==> src/rtl/inst_sequencer.sv <==
// Multi-cycle instruction sequencer: accepts one instruction, feeds the external
// decoder, then walks sub-block and main-block micro-steps with the datapath.
module inst_sequencer #(
  parameter int SB_STEPS = 2,  // steps for a nonzero sub-block, 1..8
  parameter int IB_STEPS = 3   // steps for the main block, 1..8
) (
  input  logic        clk,
  input  logic        rst,
  input  logic        inst_valid,
  input  logic [15:0] instcode,
  output logic        inst_ready,
  output logic [15:0] ir,
  input  logic [4:0]  dec_ib,
  input  logic [4:0]  dec_sb,
  input  logic [2:0]  dec_op,
  output logic        uop_valid,
  output logic [4:0]  uop_blk,
  output logic [2:0]  uop_step,
  input  logic        uop_ack,
  output logic [2:0]  op_out,
  output logic        done,
  output logic        illegal,
  output logic        busy,
  input  logic        abort
);

  // Handshakes: a transfer happens on a rising edge where valid and ready are both
  // high. Instruction side: inst_valid/inst_ready. Micro-step side: uop_valid/uop_ack,
  // where uop_blk/uop_step stay stable until the ack edge.
  typedef enum logic [2:0] {
    S_IDLE   = 3'd0,
    S_DECODE = 3'd1,
    S_SUB    = 3'd2,
    S_MAIN   = 3'd3,
    S_DONE   = 3'd4,
    S_ERR    = 3'd5
  } state_e;

  localparam logic [2:0] SB_LAST    = 3'(SB_STEPS - 1);
  localparam logic [2:0] IB_LAST    = 3'(IB_STEPS - 1);
  localparam logic [4:0] IB_ILLEGAL = 5'd31;

  state_e      state_q, state_d;
  logic [2:0]  cnt_q, cnt_d;
  logic [15:0] ir_q, ir_d;
  logic [4:0]  ib_q, ib_d;
  logic [4:0]  sb_q, sb_d;
  logic [2:0]  op_q, op_d;

  always_ff @(posedge clk) begin
    if (rst) begin
      state_q <= S_IDLE;
      cnt_q   <= '0;
      ir_q    <= '0;
      ib_q    <= '0;
      sb_q    <= '0;
      op_q    <= '0;
    end else begin
      state_q <= state_d;
      cnt_q   <= cnt_d;
      ir_q    <= ir_d;
      ib_q    <= ib_d;
      sb_q    <= sb_d;
      op_q    <= op_d;
    end
  end

  always_comb begin
    state_d = state_q;
    cnt_d   = cnt_q;
    ir_d    = ir_q;
    ib_d    = ib_q;
    sb_d    = sb_q;
    op_d    = op_q;
    if (abort) begin
      // Flush keeps ir/op_out so the datapath can still inspect the last instruction.
      state_d = S_IDLE;
      cnt_d   = '0;
    end else begin
      case (state_q)
        S_IDLE: begin
          if (inst_valid) begin
            ir_d    = instcode;
            state_d = S_DECODE;
          end
        end
        S_DECODE: begin
          ib_d  = dec_ib;
          sb_d  = dec_sb;
          op_d  = dec_op;
          cnt_d = '0;
          if (dec_ib == IB_ILLEGAL)  state_d = S_ERR;
          else if (dec_sb != 5'd0)   state_d = S_SUB;
          else                       state_d = S_MAIN;
        end
        S_SUB: begin
          if (uop_ack) begin
            if (cnt_q == SB_LAST) begin
              cnt_d   = '0;
              state_d = S_MAIN;
            end else begin
              cnt_d = cnt_q + 3'd1;
            end
          end
        end
        S_MAIN: begin
          if (uop_ack) begin
            if (cnt_q == IB_LAST) begin
              cnt_d   = '0;
              state_d = S_DONE;
            end else begin
              cnt_d = cnt_q + 3'd1;
            end
          end
        end
        S_DONE:  state_d = S_IDLE;
        S_ERR:   state_d = S_IDLE;
        default: state_d = S_IDLE;
      endcase
    end
  end

  // Outputs are decoded from state and counter only; an abort suppresses the
  // completion pulses and blocks acceptance in the same cycle.
  always_comb begin
    inst_ready = (state_q == S_IDLE) && !abort;
    busy       = (state_q != S_IDLE);
    uop_valid  = (state_q == S_SUB) || (state_q == S_MAIN);
    uop_blk    = 5'd0;
    if (state_q == S_SUB)  uop_blk = sb_q;
    if (state_q == S_MAIN) uop_blk = ib_q;
    uop_step   = uop_valid ? cnt_q : 3'd0;
    done       = (state_q == S_DONE) && !abort;
    illegal    = (state_q == S_ERR) && !abort;
  end

  assign ir     = ir_q;
  assign op_out = op_q;

endmodule

==> config.mk <==
export PLATFORM = sky130hd
export DESIGN_NAME = inst_sequencer
export DESIGN_NICKNAME = d
export VERILOG_FILES = /design/src/rtl/inst_sequencer.sv
export SDC_FILE = /design/constraint.sdc
export NUM_CORES = 1
export LEC_CHECK = 0
export ABC_CLOCK_PERIOD_IN_PS = 1550
export BUFFER_PORTS_ARGS = -buffer_cell sky130_fd_sc_hd__buf_2
export CORE_ASPECT_RATIO = 0.8
export CORE_MARGIN = 2
export CORE_UTILIZATION = 35
export DETAILED_ROUTE_END_ITERATION = 8
export HOLD_SLACK_MARGIN = 0.03
export SYNTH_ARGS = -nofsm -noshare
export SYNTH_HDL_FRONTEND = slang
export SYNTH_SLANG_ARGS = --single-unit
==> constraint.sdc <==
create_clock -name clk -period 1.55 [get_ports clk]
set_input_delay 0.155 -clock clk [delete_from_list [all_inputs] [get_ports clk]]
set_output_delay 0.155 -clock clk [all_outputs]
set_load 0.01 [all_outputs]
==> results of run 1 <==
==> through the flow <==
| stage | cell area, µm² | util [%] | instances | setup WS, ns |
|---|---|---|---|---|
| finish | 2070 | 49.0 | 325 | 0.109 |
| global route | 2070 | 49.0 | 325 | 0.0212 |
| CTS | 2070 | 48.9 | 325 | 0.0118 |
| detailed placement | 1950 | 46.2 | 318 | 0.100 |
| global placement | 1950 | 46.2 | 318 | 0.0758 |
| floorplan | 1570 | - | 201 | 0.193 |
==> state kept, by name, indices dropped and copies added (netlist names) <==
register and flops:
state_q 3, ir 16, ib_q 5, sb_q 5
op_out 3, cnt_q 3
==> layout make-up <==
type	instances	area [µm²]	area share (%)
multi-input cells	151	777	37.5
inverters	2	7.51	0.362
repair buffers	72	394	19.0
flip-flops and latches	35	707	34.1
well taps	57	71.3	3.44
clock buffers	6	82.6	3.98
clock inverters	2	35.0	1.69
==> power groups by stage <==
| stage | combinational, mW | clock (mW) | sequential [mW] |
|---|---|---|---|
| 3_3_place_gp | 0.246 | 0 | 0.974 |
| 2_1_floorplan | 0.127 | 0 | 0.980 |
| 6_report | 0.243 | 0.865 | 0.954 |
| 5_1_grt | 0.269 | 0.944 | 0.958 |
| 3_5_place_dp | 0.245 | 0 | 0.975 |
| 4_1_cts | 0.244 | 0.891 | 0.955 |
==> cell usage after synthesis, drive strengths merged (2+ instances only) <==
master  instances  share of area, %
a21boi          2              0.96
a21oi          33                11
and2            4               1.6
buf             8               3.9
clkbuf          5               1.2
dfxtp          35                45
inv             2              0.48
mux2i           5               3.2
nand2          65                16
nand2b          6               2.6
nand4           2              0.80
nor2            9               2.2
nor3            5               2.2
nor3b           2              0.96
nor4            2               1.8
o21ai           4               1.3
or3             3               1.2
==> worst max-delay path: cells and delay by family, from the launching register on <==
kind | cells | cell delay [ns]
and+or+nand+nor | 1 | 0.06
buffers and inverters | 2 | 0.33
DFF | 1 | 0.38
muxes | 1 | 0.21
==> final timing paths <==
path                end  depth (start not counted)  slack [ns]   startpoint
min reg2reg       ir[6]                          2        0.45        ir[6]
min               ir[5]                          3         0.1  instcode[5]
max          uop_blk[4]                          4        0.11   state_q[0]
max reg2reg  state_q[2]                          4        0.18     cnt_q[0]
==> logic make-up after synthesis <==
logic type,count (synthesis),share of synthesized area (%)
muxes,6,3.92
and+or+nand+nor,102,30.9
buffers and inverters,15,5.60
DFF,35,44.8
AOI/OAI and AO/OA,43,14.8
==> layer usage <==
metal	share of wire, %	vias to the layer above	GRT usage [%]	wire length [µm]
li1	-	802	-	-
met1	49	695	22.0	1930
met2	43	50	23.5	1680
met3	6.9	7	5.08	272
met4	1.4	0	6.58	56
met5	0	-	0	0
==> repair_timing <==
item	CTS	global route
pin swaps	0	0
endpoints found under the setup margin	10	8
gates cloned	0	0
setup buffers	0	0
gates resized for setup	2	3
endpoints found under the hold margin	0	0
==> summary.txt, run 1 <==
Timing
  – Fin. max-slew vios: 0
  – Final worst path period need: 1.44 ns
  – RSZ-0062 raised after global routing: false
  – Worst slew pin tran: 0.438 ns
  – Worst clock skew: 0.00853 ns
  – Worst rel slew slack: 70.8%
  – Final Hold Viols: 0
  – Part of the cycle the worst path needs: 93.0%
  – # setup viols final: 0
  – Fmax: 694 MHz
  – Hold WS: 0.0986 ns
  – Final setup TNS: 0 ns

Power
  – Net Sw Frac: 24.3%
  – Comb pwr share: 11.8%
  – Tot Pwr: 2.06 mW
  – PwrDens: 994 nW/µm²
  – Switching power: 0.501 mW
  – Reg power frac: 46.3%
  – Clk pwr share: 42.0%
  – Pleak: 0.889 nW
  – P_int: 1.56 mW
  – Peak supply drop: 0.449 mV

Logic synthesis
  – Synthesized area: 1570 µm²
  – Post-Synthesis Net Count: 235
  – Yosys warns: 0
  – Syn avg cell area: 7.79 µm²
  – Yosys reg bits: 35
  – Post-synthesis sequential area ratio: 44.8%
  – Post-synth EDFFs: 0
  – Cells after synthesis: 201
  – Ys flop type: dfxtp_1
  – Netlist cell types: 33
  – FFs w/ async S/R, synth: 0%

Cells and area
  – Area growth, synth to finish: 32.5%
  – Nets: 301
  – Commonest cells after routing, fill and taps aside: 65 x buf_2, 64 x nand2_1, 33 x a21oi_1, 32 x dfxtp_1, 9 x nor2_1
  – Diodes inserted: 0
  – Most common cell after layout, fill and taps aside: buf_2
  – Fraction of layout cells with a size suffix above 1: 33.2%
  – Fillers: 436

Clock network
  – Clock root buffer: clkbuf_8
  – Clock Latency Late Sink: 0.29 ns
  – CTS Sinks: 35
  – CTS clock-pin slew for the worst setup and hold paths: 0.08 ns
  – Cts hold-fix bufs: 0
  – Htree depth: 2
  – TritonCTS clock tree: done
  – CTS Buffer Depth: 2
  – TritonCTS Buffers: 5

Detailed routing
  – ANT nets after route: 0
  – DRT iter0 DRCs: 70
  – DR pass1 iterations: 4
  – Via total after detailed routing: 1554
  – Final WL: 3.94 mm
  – DRC: 0
  – Post-DR wirelength/cell: 12.1 µm
  – Via density: 4.78

Floorplanning
  – Ports: 66
  – Die W: 78.8 µm
  – Full die area: 5030 µm²
  – Rows: 21
  – Die Height: 63.8 µm
  – Core Footprint: 4230 µm²
  – Initial Utilization: 37.0%

Hold path
  – Worst min-delay path class: in -> reg

Place
  – Placed wire-length estimate: 2.75 mm
  – Routability Congestion: 0.793
  – Port bufs: 65

Global route
  – Tot GR Track Use: 16.1%
  – Vias in the first global route: 1364
  – Gr ovfl total: 0
  – Antenna violations before repair: 0
  – Largest net degree at the start of global routing: 19
  – First-pass GRT wire length: 6.36 mm

Worst setup path
  – Data arrival time of the critical path: 1.29 ns
  – CP Launch Type: register
  – Crit-path slowest cell: dfxtp_2
  – Largest stage delay on the critical path: 0.38 ns
  – Worst-path fanout max: 18
  – CP Cell Sequence: buf_6, mux2i_1, nor2_1, buf_2
  – Critical Path End Type: primary output
  – Setup CP Type: reg -> out
  – Critical path required time: 1.39 ns

Flow run
  – Max-Cap Viols: 0

Outcome
  – Status: complete, no violations
(Power assumes the default switching activity.)
==> run 2, diff against run 1 <==
CAP_MARGIN = 30   (was default)
CORE_UTILIZATION = 47   (was 35)
CTS_BUF_LIST = sky130_fd_sc_hd__clkbuf_16   (was default)
PLACE_DENSITY = 0.79   (was default)
==> run 2 against run 1 <==
Count of clock-buffer cells in the layout down 1. Sequential share of layout area up 0.081 points. Flip-flop and latch count unchanged. Clock skew down 0.0035 ns. Wire length down 7.0%. Hold slack better by 0.014 ns. Combinational power down 2%. Critical path depth unchanged. First-iteration DRC count up 54%. Worst setup slack worse by 0.014 ns. Via count up 0.45%. Clock power up 6.4%. Critical path type unchanged. Largest cell class unchanged.
==> summary.txt, run 2 (synthesized netlist as in run 1, its figures left out) <==
Detailed routing
  – Post-DR wirelength/cell: 11.9 µm
  – DR pass1 iterations: 4
  – DRT iter0 DRCs: 108
  – Via total after detailed routing: 1561
  – DRC: 0
  – ANT nets after route: 0
  – Final WL: 3.67 mm
  – Via density: 5.07

Hold path
  – Worst min-delay path class: in -> reg

Power
  – Switching power: 0.499 mW
  – Clk pwr share: 43.5%
  – Reg power frac: 45.2%
  – Net Sw Frac: 23.6%
  – P_int: 1.62 mW
  – Pleak: 0.897 nW
  – Comb pwr share: 11.3%
  – Peak supply drop: 0.683 mV
  – PwrDens: 1020 nW/µm²

Clock network
  – Clock root buffer: clkbuf_16
  – TritonCTS clock tree: done
  – TritonCTS Buffers: 5
  – CTS Buffer Depth: 2
  – CTS clock-pin slew for the worst setup and hold paths: 0.05 ns
  – Clock Latency Late Sink: 0.28 ns
  – CTS Sinks: 35
  – Htree depth: 2

Timing
  – Fin. max-slew vios: 0
  – # setup viols final: 0
  – Final Hold Viols: 0
  – Worst clock skew: 0.00503 ns
  – Final worst path period need: 1.46 ns
  – RSZ-0062 raised after global routing: false
  – Hold WS: 0.112 ns
  – Final WS setup: 0.0943 ns
  – Final setup TNS: 0 ns
  – Worst slew pin tran: 0.425 ns
  – Part of the cycle the worst path needs: 93.9%
  – Worst rel slew slack: 71.7%
  – Fmax: 687 MHz

Cells and area
  – Area occupied by multi-input gates: 777 µm²
  – Nets: 301
  – Final Non-Filler Cells: 308
  – Area growth, synth to finish: 32.5%
  – Commonest cells after routing, fill and taps aside: 65 x buf_2, 64 x nand2_1, 33 x a21oi_1, 33 x dfxtp_1, 9 x nor2_1
  – FF/Latch Area: 708 µm²
  – Most common cell after layout, fill and taps aside: buf_2
  – Fillers: 274
  – Fraction of layout cells with a size suffix above 1: 31.7%
  – Max reg flops: 16
  – Diodes inserted: 0

Floorplanning
  – Die Height: 55.6 µm
  – Rows: 18
  – Core Footprint: 3130 µm²
  – Initial Utilization: 50.0%
  – Ports: 66
  – Die W: 68.5 µm
  – Full die area: 3810 µm²

Worst setup path
  – Setup CP Type: reg -> out
  – Worst-path fanout max: 7
  – Critical Path End Type: primary output
  – CP Launch Type: register
  – Data arrival time of the critical path: 1.30 ns
  – Critical path required time: 1.39 ns

Global route
  – Tot GR Track Use: 21.0%
  – Met1 global-route usage: 30.6%
  – Met2 Use GR: 29.0%
  – First-pass GRT wire length: 6.11 mm
  – Largest net degree at the start of global routing: 25
  – GR Util met3: 7.29%
  – Gr ovfl total: 0
  – Most crowded layer after global routing: met1
  – Vias in the first global route: 1352
  – Antenna violations before repair: 0

Place
  – Routability Congestion: 0.894
  – Pre-CTS WS: 0.0399 ns
  – Placed insts: 300
  – Placed wire-length estimate: 2.58 mm
  – Port bufs: 65

Flow run
  – Max-Cap Viols: 0

Outcome
  – Status: complete, no violations
run 2: cell types whose count changed in the layout (fill, tap and decap cells not counted), sizes merged:
cell / delta
clkbuf: -1
clkinv: +1
bufinv: -1
inv: +1
run 2: timing repair:
item	CTS	global route
buffers inserted	0	0
resized for setup	2	3
hold buffers	0	0
setup endpoints to repair	8	5
pin swaps	0	0
run 2: worst paths after layout:
path,start,to,slack [ns],depth (start not counted)
setup reg to reg,state_q[2],ir[2],0.11,5
setup / recovery,state_q[2],uop_step[1],0.09,4
hold reg to reg,ir[9],ir[9],0.45,2
hold / removal,dec_op[0],op_out[0],0.11,3
run 2: metrics by stage:
step	instance area [µm²]	total power [mW]	utilization, %
final	2070	2.12	66.2
after global routing	2070	2.21	66.2
after CTS	2060	2.14	65.9
after detailed placement	1930	1.21	61.5
after global placement	1930	1.21	61.5
after floorplan	1570	1.11	-
run 2: power groups by stage:
stage	sequential (mW)	clock [mW]	combinational, mW
final	0.958	0.920	0.239
after global routing	0.962	0.983	0.268
after CTS	0.959	0.941	0.239
after detailed placement	0.977	0	0.236
after global placement	0.976	0	0.233
after floorplan	0.980	0	0.127
run 2: area by class of cell:
cell class / count / share of cell area, %
multi-input cells: 151 / 37.5
flip-flops and latches: 35 / 34.2
clock buffers: 5 / 6.03
well taps: 40 / 2.41
inverters: 2 / 0.362
clock inverters: 3 / 0.543
repair buffers: 72 / 19.0
run 2: worst max-delay path, cell delays in order (launching register included):
cell and delay [ns]:
dfxtp_1 0.49, nand2b_1 0.17, inv_1 0.07, and2_1 0.15, buf_2 0.13
run 2: routing by layer:
| metal | wire length, µm | share of wire (%) |
|---|---|---|
| met2 | 1580 | 43 |
| met4 | 46 | 1.3 |
| met5 | 0 | 0 |
| met1 | 1790 | 49 |
| met3 | 260 | 7.1 |
==> run 3, diff against run 2 <==
ABC_AREA = 1   (was default)
BUFFER_PORTS_ARGS = default   (was -buffer_cell sky130_fd_sc_hd__buf_2)
CORE_UTILIZATION = 60   (was 47)
DONT_BUFFER_PORTS = 1   (was default)
PLACE_DENSITY = 0.76   (was 0.79)
==> run 3 against run 2 <==
Sequential share of layout area increased by 6.3 points. Critical endpoint is now uop_blk[3]. Hold slack got worse by 0.079 ns. Combinational power decreased by 11%. Flip-flop and latch count did not move. Die area decreased by 20%. Sequential power increased by 5%. Utilization increased by 4.3 points. Cell count down 19%. Synthesized cell count grew 3.5%. Non-clock buffer count fell by 68.
==> summary.txt, run 3 <==
Worst setup path
  – Setup CP Type: reg -> out
  – Terminus of the critical flop-to-flop path: cnt_q[1]
  – R2r startpoint: state_q[2]
  – Critical Path End Type: primary output
  – Data arrival time of the critical path: 1.29 ns
  – Critical path required time: 1.39 ns
  – Reg2reg setup slack: 0.18 ns
  – R2R depth: 8
  – CP Launch Type: register
  – Worst-path fanout max: 6

Clock network
  – CTS Buffer Depth: 2
  – CTS clock-pin slew for the worst setup and hold paths: 0.05 ns
  – Clock Latency Late Sink: 0.27 ns
  – Cts hold-fix bufs: 0
  – TritonCTS clock tree: done
  – Clock root buffer: clkbuf_16
  – CTS Sinks: 35
  – Htree depth: 2
  – TritonCTS Buffers: 5

Hold path
  – HP Start: dec_sb[1]
  – Worst Hold Endpoint: sb_q[1]
  – Worst min-delay path class: in -> reg
  – Hold path depth: 2

Timing
  – Worst rel slew slack: 75.0%
  – Worst slew pin tran: 0.372 ns
  – # setup viols final: 0
  – Final WS setup: 0.101 ns
  – Final worst path period need: 1.45 ns
  – Worst clock skew: 0.00257 ns
  – Fin. max-slew vios: 0
  – Final Hold Viols: 0
  – RSZ-0062 raised after global routing: false
  – Part of the cycle the worst path needs: 93.5%
  – Fmax: 690 MHz
  – Final setup TNS: 0 ns

Global route
  – GR Util met3: 7.09%
  – Most crowded layer after global routing: met2
  – Antenna violations before repair: 0
  – Met2 Use GR: 39.0%
  – First-pass GRT wire length: 5.20 mm
  – Gr ovfl total: 0
  – Tot GR Track Use: 22.9%
  – Met1 global-route usage: 26.5%
  – Vias in the first global route: 1255
  – Largest net degree at the start of global routing: 18

Power
  – PwrDens: 1230 nW/µm²
  – Peak supply drop: 0.842 mV
  – Pleak: 0.710 nW

Logic synthesis
  – Post-Synthesis Net Count: 242
  – Cells after synthesis: 208
  – Largest cells by area after synthesis: dfxtp_1 45%, nor2_1 14%, o21ai_0 10%
  – Cell taking the most area after synthesis: dfxtp_1
  – Ys flop type: dfxtp_1
  – Post-synthesis sequential area ratio: 44.6%
  – Most numerous cell in the Yosys netlist: nor2_1
  – Synthesized area: 1570 µm²
  – Syn avg cell area: 7.56 µm²
  – Area share of the largest cell type after synthesis: 44.6%
  – Yosys warns: 0
  – Post-synth EDFFs: 0
  – Yosys reg bits: 35
  – Synth cell count leaders: 59 x nor2_1, 35 x dfxtp_1, 32 x o21ai_0, 15 x inv_1, 14 x nand2_1
  – FFs w/ async S/R, synth: 0%
  – Netlist cell types: 25

Floorplanning
  – Die Height: 49.8 µm
  – Core Footprint: 2460 µm²
  – Die W: 61.2 µm
  – Ports: 66
  – Full die area: 3050 µm²
  – Initial Utilization: 63.9%
  – Rows: 16

Cells and area
  – Most common cell after layout, fill and taps aside: nor2_1
  – Fin util: 70.5%
  – Max reg flops: 16
  – Post-route design area: 1740 µm²
  – Area growth, synth to finish: 10.3%
  – Fraction of layout cells with a size suffix above 1: 14.1%
  – Commonest cells after routing, fill and taps aside: 59 x nor2_1, 34 x dfxtp_1, 31 x o21ai_0, 16 x inv_1, 14 x nand2_1
  – Nets: 246
  – Diodes inserted: 0

Place
  – Pre-CTS WS: 0.210 ns
  – Routability Congestion: 0.859
  – Placed wire-length estimate: 2.40 mm
  – Port bufs: 0
  – Cell Area, Placed: 1590 µm²

Detailed routing
  – Post-DR wirelength/cell: 13.1 µm
  – Via total after detailed routing: 1352
  – DRC: 0
  – Final WL: 3.26 mm
  – DR pass1 iterations: 4
  – DRT iter0 DRCs: 51
  – Via density: 5.43
  – ANT nets after route: 0

Outcome
  – Status: complete, no violations

Flow run
  – Max-Cap Viols: 0
-- run 3: cell types whose count changed after synthesis, sizes merged, moves of 6 or more --
cell / delta
a21oi: -25
inv: +16
nand2: -43
nand2b: -6
nand3: +7
nor2: +56
o21ai: +28
-- run 3: worst max-delay path by stage --
stage	end	from	slack (ns)	depth (start not counted)
finish	uop_blk[3]	state_q[1]	0.10	3
global route	sb_q[0]	state_q[1]	0.04	7
CTS	uop_blk[3]	state_q[2]	0.06	4
detailed placement	cnt_q[1]	state_q[2]	0.21	8
global placement	cnt_q[1]	state_q[2]	0.26	8
floorplan	ir[0]	state_q[0]	0.28	7
-- run 3: power by group --
part	total, mW	internal, mW	switching (mW)
registers	1.01	0.956	0.0541
logic	0.212	0.0752	0.137
clock network	0.910	0.577	0.334
-- run 3: per-stage QoR --
stage                     cells  total power, mW  hold slack (ns)
after global placement      240             1.23            0.317
after detailed placement    240             1.24            0.319
after CTS                   248             2.14           0.0305
after floorplan             208             1.20            0.303
final                       249             2.13           0.0331
after global routing        249             2.22           0.0394
-- run 3: per-layer routing --
layer  vias to the layer above  part of all wire [%]
met5                         -                     0
met4                         0                  0.86
met3                         4                   8.6
met2                        50                    49
met1                       620                    41
li1                        678                     -
-- run 3: timing repair --
item,in CTS,in global routing
resized for setup,0,2
buffers inserted,0,1
endpoints found under the setup margin,0,3
-- run 3: cells by family after synthesis --
family / synth area share, %
and+or+nand+nor: 28.9
AOI/OAI and AO/OA: 17.2
DFF: 44.6
buffers and inverters: 8.27
xor gates and xnor gates: 1.11
-- run 3: cell type report --
| class | instances | area, µm² |
|---|---|---|
| clock inverter | 3 | 11.3 |
| multi-input combinational | 147 | 742 |
| timing repair buffer | 4 | 30.0 |
| clock buffer | 5 | 125 |
| sequential | 35 | 702 |
| tap | 36 | 45.0 |
| fill | 209 | 727 |
| inverter | 19 | 80.1 |
-- run 3: critical path: stages, from the launching register on --
cell	delay (ns)
dfxtp_1	0.43
nand2_1	0.15
nor2_4	0.20
a22o_1	0.25
